==> src/rtl/alu_control_regfile.sv <==
// Single-cycle RV32I integer slice: decode, 32x32 register file and ALU.
// Reads and ALU are combinational; rd writeback and the sticky halt flag update on the rising edge.
module alu_control_regfile (
   input  logic        clk,
   input  logic        rst_b,
   input  logic [31:0] inst,
   input  logic        inst_valid,
   output logic [31:0] rs1_data,
   output logic [31:0] rs2_data,
   output logic [31:0] alu_result,
   output logic        rd_we,
   output logic        halted
);

   localparam logic [6:0] OPC_OP     = 7'h33;
   localparam logic [6:0] OPC_OP_IMM = 7'h13;
   localparam logic [6:0] OPC_SYSTEM = 7'h73;
   localparam logic [6:0] F7_BASE    = 7'h00;
   localparam logic [6:0] F7_ALT     = 7'h20;

   typedef enum logic [3:0] {
      ALU_ADD,
      ALU_SUB,
      ALU_SLL,
      ALU_SLT,
      ALU_SLTU,
      ALU_XOR,
      ALU_SRL,
      ALU_SRA,
      ALU_OR,
      ALU_AND,
      ALU_ZERO
   } alu_op_e;

   logic [6:0]  opcode;
   logic [4:0]  rd;
   logic [2:0]  funct3;
   logic [4:0]  rs1;
   logic [4:0]  rs2;
   logic [6:0]  funct7;
   logic [31:0] imm_i;

   logic        is_op;
   logic        is_op_imm;
   logic        is_system;
   logic        funct7_ok;

   alu_op_e     alu_op;
   logic [31:0] op_a;
   logic [31:0] op_b;
   logic [4:0]  shamt;
   logic [31:0] alu_out;

   logic [31:0] regs_q [0:31];
   logic [31:0] regs_d [0:31];
   logic        halted_q;
   logic        halted_d;

   // ------------------------------------------------------------------
   // Field decode
   // ------------------------------------------------------------------
   always_comb begin
      opcode    = inst[6:0];
      rd        = inst[11:7];
      funct3    = inst[14:12];
      rs1       = inst[19:15];
      rs2       = inst[24:20];
      funct7    = inst[31:25];
      imm_i     = {{20{inst[31]}}, inst[31:20]};
      is_op     = (opcode == OPC_OP);
      is_op_imm = (opcode == OPC_OP_IMM);
      is_system = (opcode == OPC_SYSTEM);
      funct7_ok = (funct7 == F7_BASE) || (funct7 == F7_ALT);
   end

   // ------------------------------------------------------------------
   // Register file read (x0 hard-wired to zero, no bypass)
   // ------------------------------------------------------------------
   always_comb begin
      rs1_data = (rs1 == 5'd0) ? 32'd0 : regs_q[rs1];
      rs2_data = (rs2 == 5'd0) ? 32'd0 : regs_q[rs2];
   end

   // ------------------------------------------------------------------
   // ALU operation select; OP-IMM has no subtract, so inst[30] only
   // matters there for the right-shift variant.
   // ------------------------------------------------------------------
   always_comb begin
      alu_op = ALU_ZERO;
      if (is_op || is_op_imm) begin
         case (funct3)
            3'd0: alu_op = (is_op && inst[30]) ? ALU_SUB : ALU_ADD;
            3'd1: alu_op = ALU_SLL;
            3'd2: alu_op = ALU_SLT;
            3'd3: alu_op = ALU_SLTU;
            3'd4: alu_op = ALU_XOR;
            3'd5: alu_op = inst[30] ? ALU_SRA : ALU_SRL;
            3'd6: alu_op = ALU_OR;
            3'd7: alu_op = ALU_AND;
            default: alu_op = ALU_ZERO;
         endcase
      end
   end

   // ------------------------------------------------------------------
   // Operand mux and ALU
   // ------------------------------------------------------------------
   always_comb begin
      op_a  = rs1_data;
      op_b  = is_op ? rs2_data : imm_i;
      shamt = op_b[4:0];
   end

   always_comb begin
      alu_out = 32'd0;
      case (alu_op)
         ALU_ADD:  alu_out = op_a + op_b;
         ALU_SUB:  alu_out = op_a - op_b;
         ALU_SLL:  alu_out = op_a << shamt;
         ALU_SLT:  alu_out = ($signed(op_a) < $signed(op_b)) ? 32'd1 : 32'd0;
         ALU_SLTU: alu_out = (op_a < op_b) ? 32'd1 : 32'd0;
         ALU_XOR:  alu_out = op_a ^ op_b;
         ALU_SRL:  alu_out = op_a >> shamt;
         ALU_SRA:  alu_out = $unsigned($signed(op_a) >>> shamt);
         ALU_OR:   alu_out = op_a | op_b;
         ALU_AND:  alu_out = op_a & op_b;
         default:  alu_out = 32'd0;
      endcase
   end

   assign alu_result = alu_out;

   // ------------------------------------------------------------------
   // Write enable and next-state logic
   // ------------------------------------------------------------------
   always_comb begin
      rd_we = inst_valid && !halted_q && (rd != 5'd0) &&
              ((is_op && funct7_ok) || is_op_imm);
   end

   always_comb begin
      for (int i = 0; i < 32; i++) begin
         regs_d[i] = regs_q[i];
      end
      if (rd_we) begin
         regs_d[rd] = alu_out;
      end
      regs_d[0] = 32'd0;
   end

   always_comb begin
      halted_d = halted_q;
      if (inst_valid && !halted_q && is_system) begin
         halted_d = 1'b1;
      end
   end

   // ------------------------------------------------------------------
   // State registers; reset wins over any concurrent write or halt
   // ------------------------------------------------------------------
   genvar gi;
   generate
      for (gi = 0; gi < 32; gi++) begin : g_reg
         always_ff @(posedge clk) begin
            if (!rst_b) begin
               regs_q[gi] <= 32'd0;
            end else begin
               regs_q[gi] <= regs_d[gi];
            end
         end
      end
   endgenerate

   always_ff @(posedge clk) begin
      if (!rst_b) begin
         halted_q <= 1'b0;
      end else begin
         halted_q <= halted_d;
      end
   end

   assign halted = halted_q;

endmodule

==> config.mk <==
export PLATFORM = sky130hd
export DESIGN_NAME = alu_control_regfile
export DESIGN_NICKNAME = d
export VERILOG_FILES = /design/src/rtl/alu_control_regfile.sv
export SDC_FILE = /design/constraint.sdc
export NUM_CORES = 2
export LEC_CHECK = 0
export BUFFER_PORTS_ARGS = -buffer_cell sky130_fd_sc_hd__buf_2
export CORE_ASPECT_RATIO = 1.75
export CORE_MARGIN = 2
export CORE_UTILIZATION = 45
export CTS_CLUSTER_DIAMETER = 60
export DETAILED_ROUTE_END_ITERATION = 16
export GPL_TIMING_DRIVEN = 0
export HOLD_SLACK_MARGIN = 0.1
export PLACE_DENSITY = 0.58
export RECOVER_POWER = 100
export SYNTH_ARGS = -nofsm -noshare
export SYNTH_HDL_FRONTEND = slang
export SYNTH_SLANG_ARGS = --single-unit
==> constraint.sdc <==
create_clock -name clk -period 11.04 [get_ports clk]
set_clock_uncertainty 0.2 [all_clocks]
set_input_delay 1.104 -clock clk [delete_from_list [all_inputs] [get_ports clk]]
set_output_delay 1.104 -clock clk [all_outputs]
set_load 0.05 [all_outputs]
==> results.md, run 1 <==
- Placed cell areas: 0.0623 sq mm
- Starting Density: 0.452
- Most frequent cell after synthesis: dfxtp_1
- Syn nets: 6613
- #FFs+latches synth: a little under 1000
- GRT Total Usage: 0.734
- Halt Stage: global routing
- Syn_area_per_cell: approximately 9 sq um
- Clk root buf: clkbuf_16
- Commonest cells in the netlist: 993 x dfxtp_1, 918 x o21ai_0, 840 x a21oi_1
- H-tree levels: 3
- Largest net degree at the start of global routing: 21
- Half-perimeter wire length after placement: roughly 330000 um
- Leading register cell type out of synthesis: dfxtp_1
- Status: did not finish
- Synth area leader: dfxtp_1
- Async SR Flop Fraction: 0
- Mapped Area: 0.0592 sq mm
- Clock Path Buffers: 3
- Die X: between 200 and 300 um
- Sequential share of the synthesized area: 0.336
- IO buf count: between 100 and 150
- Num Clock Sinks: a little under 1000
- Num CTS Buffers: 89
- RePlAce Congestion: 1.19
- Core Rows: 176
- IO Pins: approximately 130
- Vias in the first global route: between 70000 and 80000
- Run Error: [ERROR GRT-0116] Global routing finished with congestion. Check the congestion regions in the DRC Viewer.
- Post-synthesis cell count: approximately 6500
- Post-synth cell types: between 100 and 150
- Post-synth top area share: 0.336
- Die Ht: approximately 480 um
- Top post-synthesis cells by area: dfxtp_1 34%, mux4_2 16%, o21ai_0 7.8%
- Global-route wire length before repair: between 700000 and 800000 um
- EDFF count, synth: 0
- Hold-fix buffers at CTS: 0
- Yosys warnings: 0
- GRT overflow: 1426
==> through the flow <==
| step | worst slack (ns) | cells | utilization | setup TNS [ns] |
|---|---|---|---|---|
| after CTS | 0.00172 | 8471 | 0.501 | 0 |
| after detailed placement | -2.64 | 8311 | 0.475 | -457.38 |
| after global placement | -3.20 | 8290 | 0.472 | -906.36 |
| after floorplan | 2.20 | 6477 | - | 0 |
==> timing repair <==
action,in CTS
gates resized for setup,88
setup endpoints to repair,278
pin swaps,5
buffers inserted,7
==> metal layers <==
layer | track usage | overflow
met1 | 0.724 | 18
met2 | 0.937 | 783
met3 | 0.533 | 43
met4 | 0.753 | 579
met5 | 0.237 | 3
==> cell families after synthesis <==
| family | count (synthesis) | share of synthesized area |
|---|---|---|
| flops | 993 | 0.336 |
| mux | 833 | 0.232 |
| xor+xnor | 30 | 0.00444 |
| simple gates | 1142 | 0.0891 |
| compound gates | 2525 | 0.250 |
| fa+ha+maj | 101 | 0.0216 |
| buf+inv | 853 | 0.0665 |
==> run 2, diff against run 1 <==
Settings changed: CORE_ASPECT_RATIO 1.75 to unset, CORE_UTILIZATION 45 to 30, CTS_CLUSTER_DIAMETER 60 to unset, HOLD_SLACK_MARGIN 0.1 to unset, PLACE_DENSITY 0.58 to unset, PLACE_DENSITY_LB_ADDON set to 0.15.
==> run 2 against run 1 <==
Compared with the run above: the flow now finishes, with violations (capacitance limit, slew limit, setup timing); synthesized cell count stayed put; area after synthesis stayed put.
==> results.md, run 2 <==
- Num Clock Sinks: 993
- IO buf count: 122
- Top post-synthesis cells by area: dfxtp_1 34%, mux4_2 16%, o21ai_0 7.8%
- Post-synth top area share: 0.336
- Num CTS Buffers: 113
- Fmax: about 90 MHz
- Max-Cap Viols: 6
- Yosys warnings: 0
- Vias in the first global route: between 50000 and 60000
- ANT nets after route: 0
- RePlAce Congestion: roughly 1.1
- Initial antenna violation count: 35
- Core Region: 0.197 sq mm
- Startpoint types: primary input
- #FFs+latches synth: a little under 1000
- Setup slack after layout: -0.338 ns
- Post-synth cell types: approximately 110
- Placed cell count: 9258
- Final Util: 0.347
- H-tree levels: 3
- NumNets Final: 6873
- RSZ-0062 raised after global routing: true
- Post-synthesis cell count: 6477
- Grt met2 use: 0.599
- Setup violators final: 6
- Syn_area_per_cell: roughly 9.1 sq um
- Largest register by flop count: regs_q
- Placed cell areas: between 0.06 and 0.07 sq mm
- Area delta synth->final: 15.2%
- Status: finished with violations
- Hold-fix buffers at CTS: 0
- Mapped Area: 0.0592 sq mm
- WL/cell: roughly 44 um
- Pre-CTS setup slack: -3.10 ns
- Aggregate negative setup slack: -0.805 ns
- Share of layout cells above drive strength 1: 0.185
- Worst-Skew Late Latency: 0.78 ns
- Min Hold Slack: about 0.27 ns
- DRC Markers: 0
- Violated checks: capacitance limit, slew limit, setup timing
- Largest net degree at the start of global routing: 21
- Required @ worst endpoint: roughly 9.7 ns
- Leakage power: between 20 and 25 nW
- Fin crit share: 1.03
- Pwr per Cell Area: 141 mW/mm^2
- Routed vias: 62600
- DR iter-0 viols: about 10000
- GRT Total Usage: 0.399
- Die Ht: about 450 um
- Starting Density: 0.301
- Vias per std cell: 6.60
- EDFF count, synth: 0
- Final Hold Vio Count: 0
- Syn nets: about 6600
- Final Non-Filler Cells: about 9500
- Leading register cell type out of synthesis: dfxtp_1
- Most frequent cell after synthesis: dfxtp_1
- IO Pins: around 130
- Synth area leader: dfxtp_1
- Post-layout min period: between 10 and 15 ns
- Global-route wire length before repair: 539000 um
- Commonest cells in the netlist: 993 x dfxtp_1, 918 x o21ai_0, 840 x a21oi_1
- M3 GR Usage: 0.112
- Max reg flops: slightly below 1000
- Rel. slew slack: -0.130
- CP arrival: slightly above 10 ns
- Clock Path Buffers: 3
- Design Power: between 9 and 10 mW
- Design area: 0.0682 sq mm
- Final Max Slew Viols: 40
- Die X: 448 um
- First-pass DRT Iterations: 6
- Critical path class: in2out
- Async SR Flop Fraction: 0
- Met1 Resource Use GR: 0.471
- GRT overflow: 0
- Post-Route WL: roughly 410000 um
- Core Rows: 163
- Sequential share of the synthesized area: 0.336
- Peak VDD IR: 0.117 mV
- Die Area: about 0.2 sq mm
- Crit. End Element: output pin
- CTS tree: done
- Half-perimeter wire length after placement: 325000 um
- Commonest non-fill, non-tap cell in the layout: dfxtp_1
- Worst Tran Pin Value: about 1.7 ns
- Min-delay worst type: reg2reg
- Worst-path clk slew: roughly 0.06 ns
- Clk root buf: clkbuf_16
- Most frequent cells in the layout: 993 x dfxtp_1, 916 x o21ai_0, 840 x a21oi_1
- Grt peak-use layer: met2
- CP Max Fanout: 11
## run 2: report_power, final
part / switching (mW) / internal [mW] / leakage, nW / total (mW)
Combinational: 1.29 / 0.408 / 15.0 / 1.69
Clock: 1.79 / 2.52 / 2.02 / 4.31
Sequential: 0.000599 / 3.58 / 7.99 / 3.58
Total: 3.08 / 6.51 / 25.0 / 9.59
## run 2: timing repair
item	in CTS	in global routing
gates resized for setup	116	34
setup buffers	6	4
endpoints found under the hold margin	0	0
setup endpoints to repair	388	16
pin swaps	3	2
## run 2: worst max-delay path, cell delays in order
cell,delay [ns]
buf_2,0.15
buf_4,0.25
buf_4,0.27
buf_6,0.25
buf_4,0.30
clkbuf_4,0.43
clkbuf_2,0.42
clkbuf_4,0.52
mux4_2,0.40
mux4_2,0.58
mux2i_1,1.06
o21a_1,0.25
ha_1,0.14
clkbuf_1,0.41
nor2b_1,0.19
a211oi_1,0.06
a21oi_1,0.67
o32ai_1,0.20
a21oi_1,0.34
o221ai_1,0.19
a31oi_1,0.81
buf_2,0.40
nand2_1,0.25
buf_2,0.29
## run 2: final timing paths
check | slack, ns | start | depth (start not counted) | endpoint
hold / removal | 0.27 | regs_q[13][2] | 2 | regs_q[13][2]
setup / recovery | -0.34 | inst[21] | 24 | alu_result[29]
setup reg to reg | 2.43 | regs_q[8][3] | 23 | regs_q[25][28]
hold reg to reg | 0.27 | regs_q[13][2] | 2 | regs_q[13][2]
## run 2: cell families (layout without fill, tap and decap cells)
logic type	Yosys count	in the layout	synth area share
AO/OA/AOI/OAI	2525	2525	0.250
adder cells (fa/ha/maj)	101	101	0.0216
flip-flops	993	993	0.336
AND/OR/NAND/NOR	1142	1142	0.0891
XOR/XNOR	30	30	0.00444
other	0	13	0
buffers and inverters	853	1210	0.0665
multiplexers	833	833	0.232
## run 2: routing by layer
| layer | vias up | routed length, um |
|---|---|---|
| met3 | 1279 | 45400 |
| li1 | 24900 | - |
| met4 | 14 | 40700 |
| met5 | - | 175 |
| met1 | 31500 | 150000 |
| met2 | 4816 | 177000 |
## run 2: area by class of cell
| type | count | area, sq um |
|---|---|---|
| antenna | 13 | 32.5 |
| buffer | 696 | 3520 |
| clock buffer | 160 | 3340 |
| clock inverter | 52 | 783 |
| fill | 20500 | 128000 |
| inverter | 150 | 563 |
| multi-input combinational | 4631 | 35800 |
| sequential | 993 | 19900 |
| tap | 2640 | 3300 |
| timing repair buffer | 152 | 958 |
Note: power is estimated with default switching activity, not from simulation.
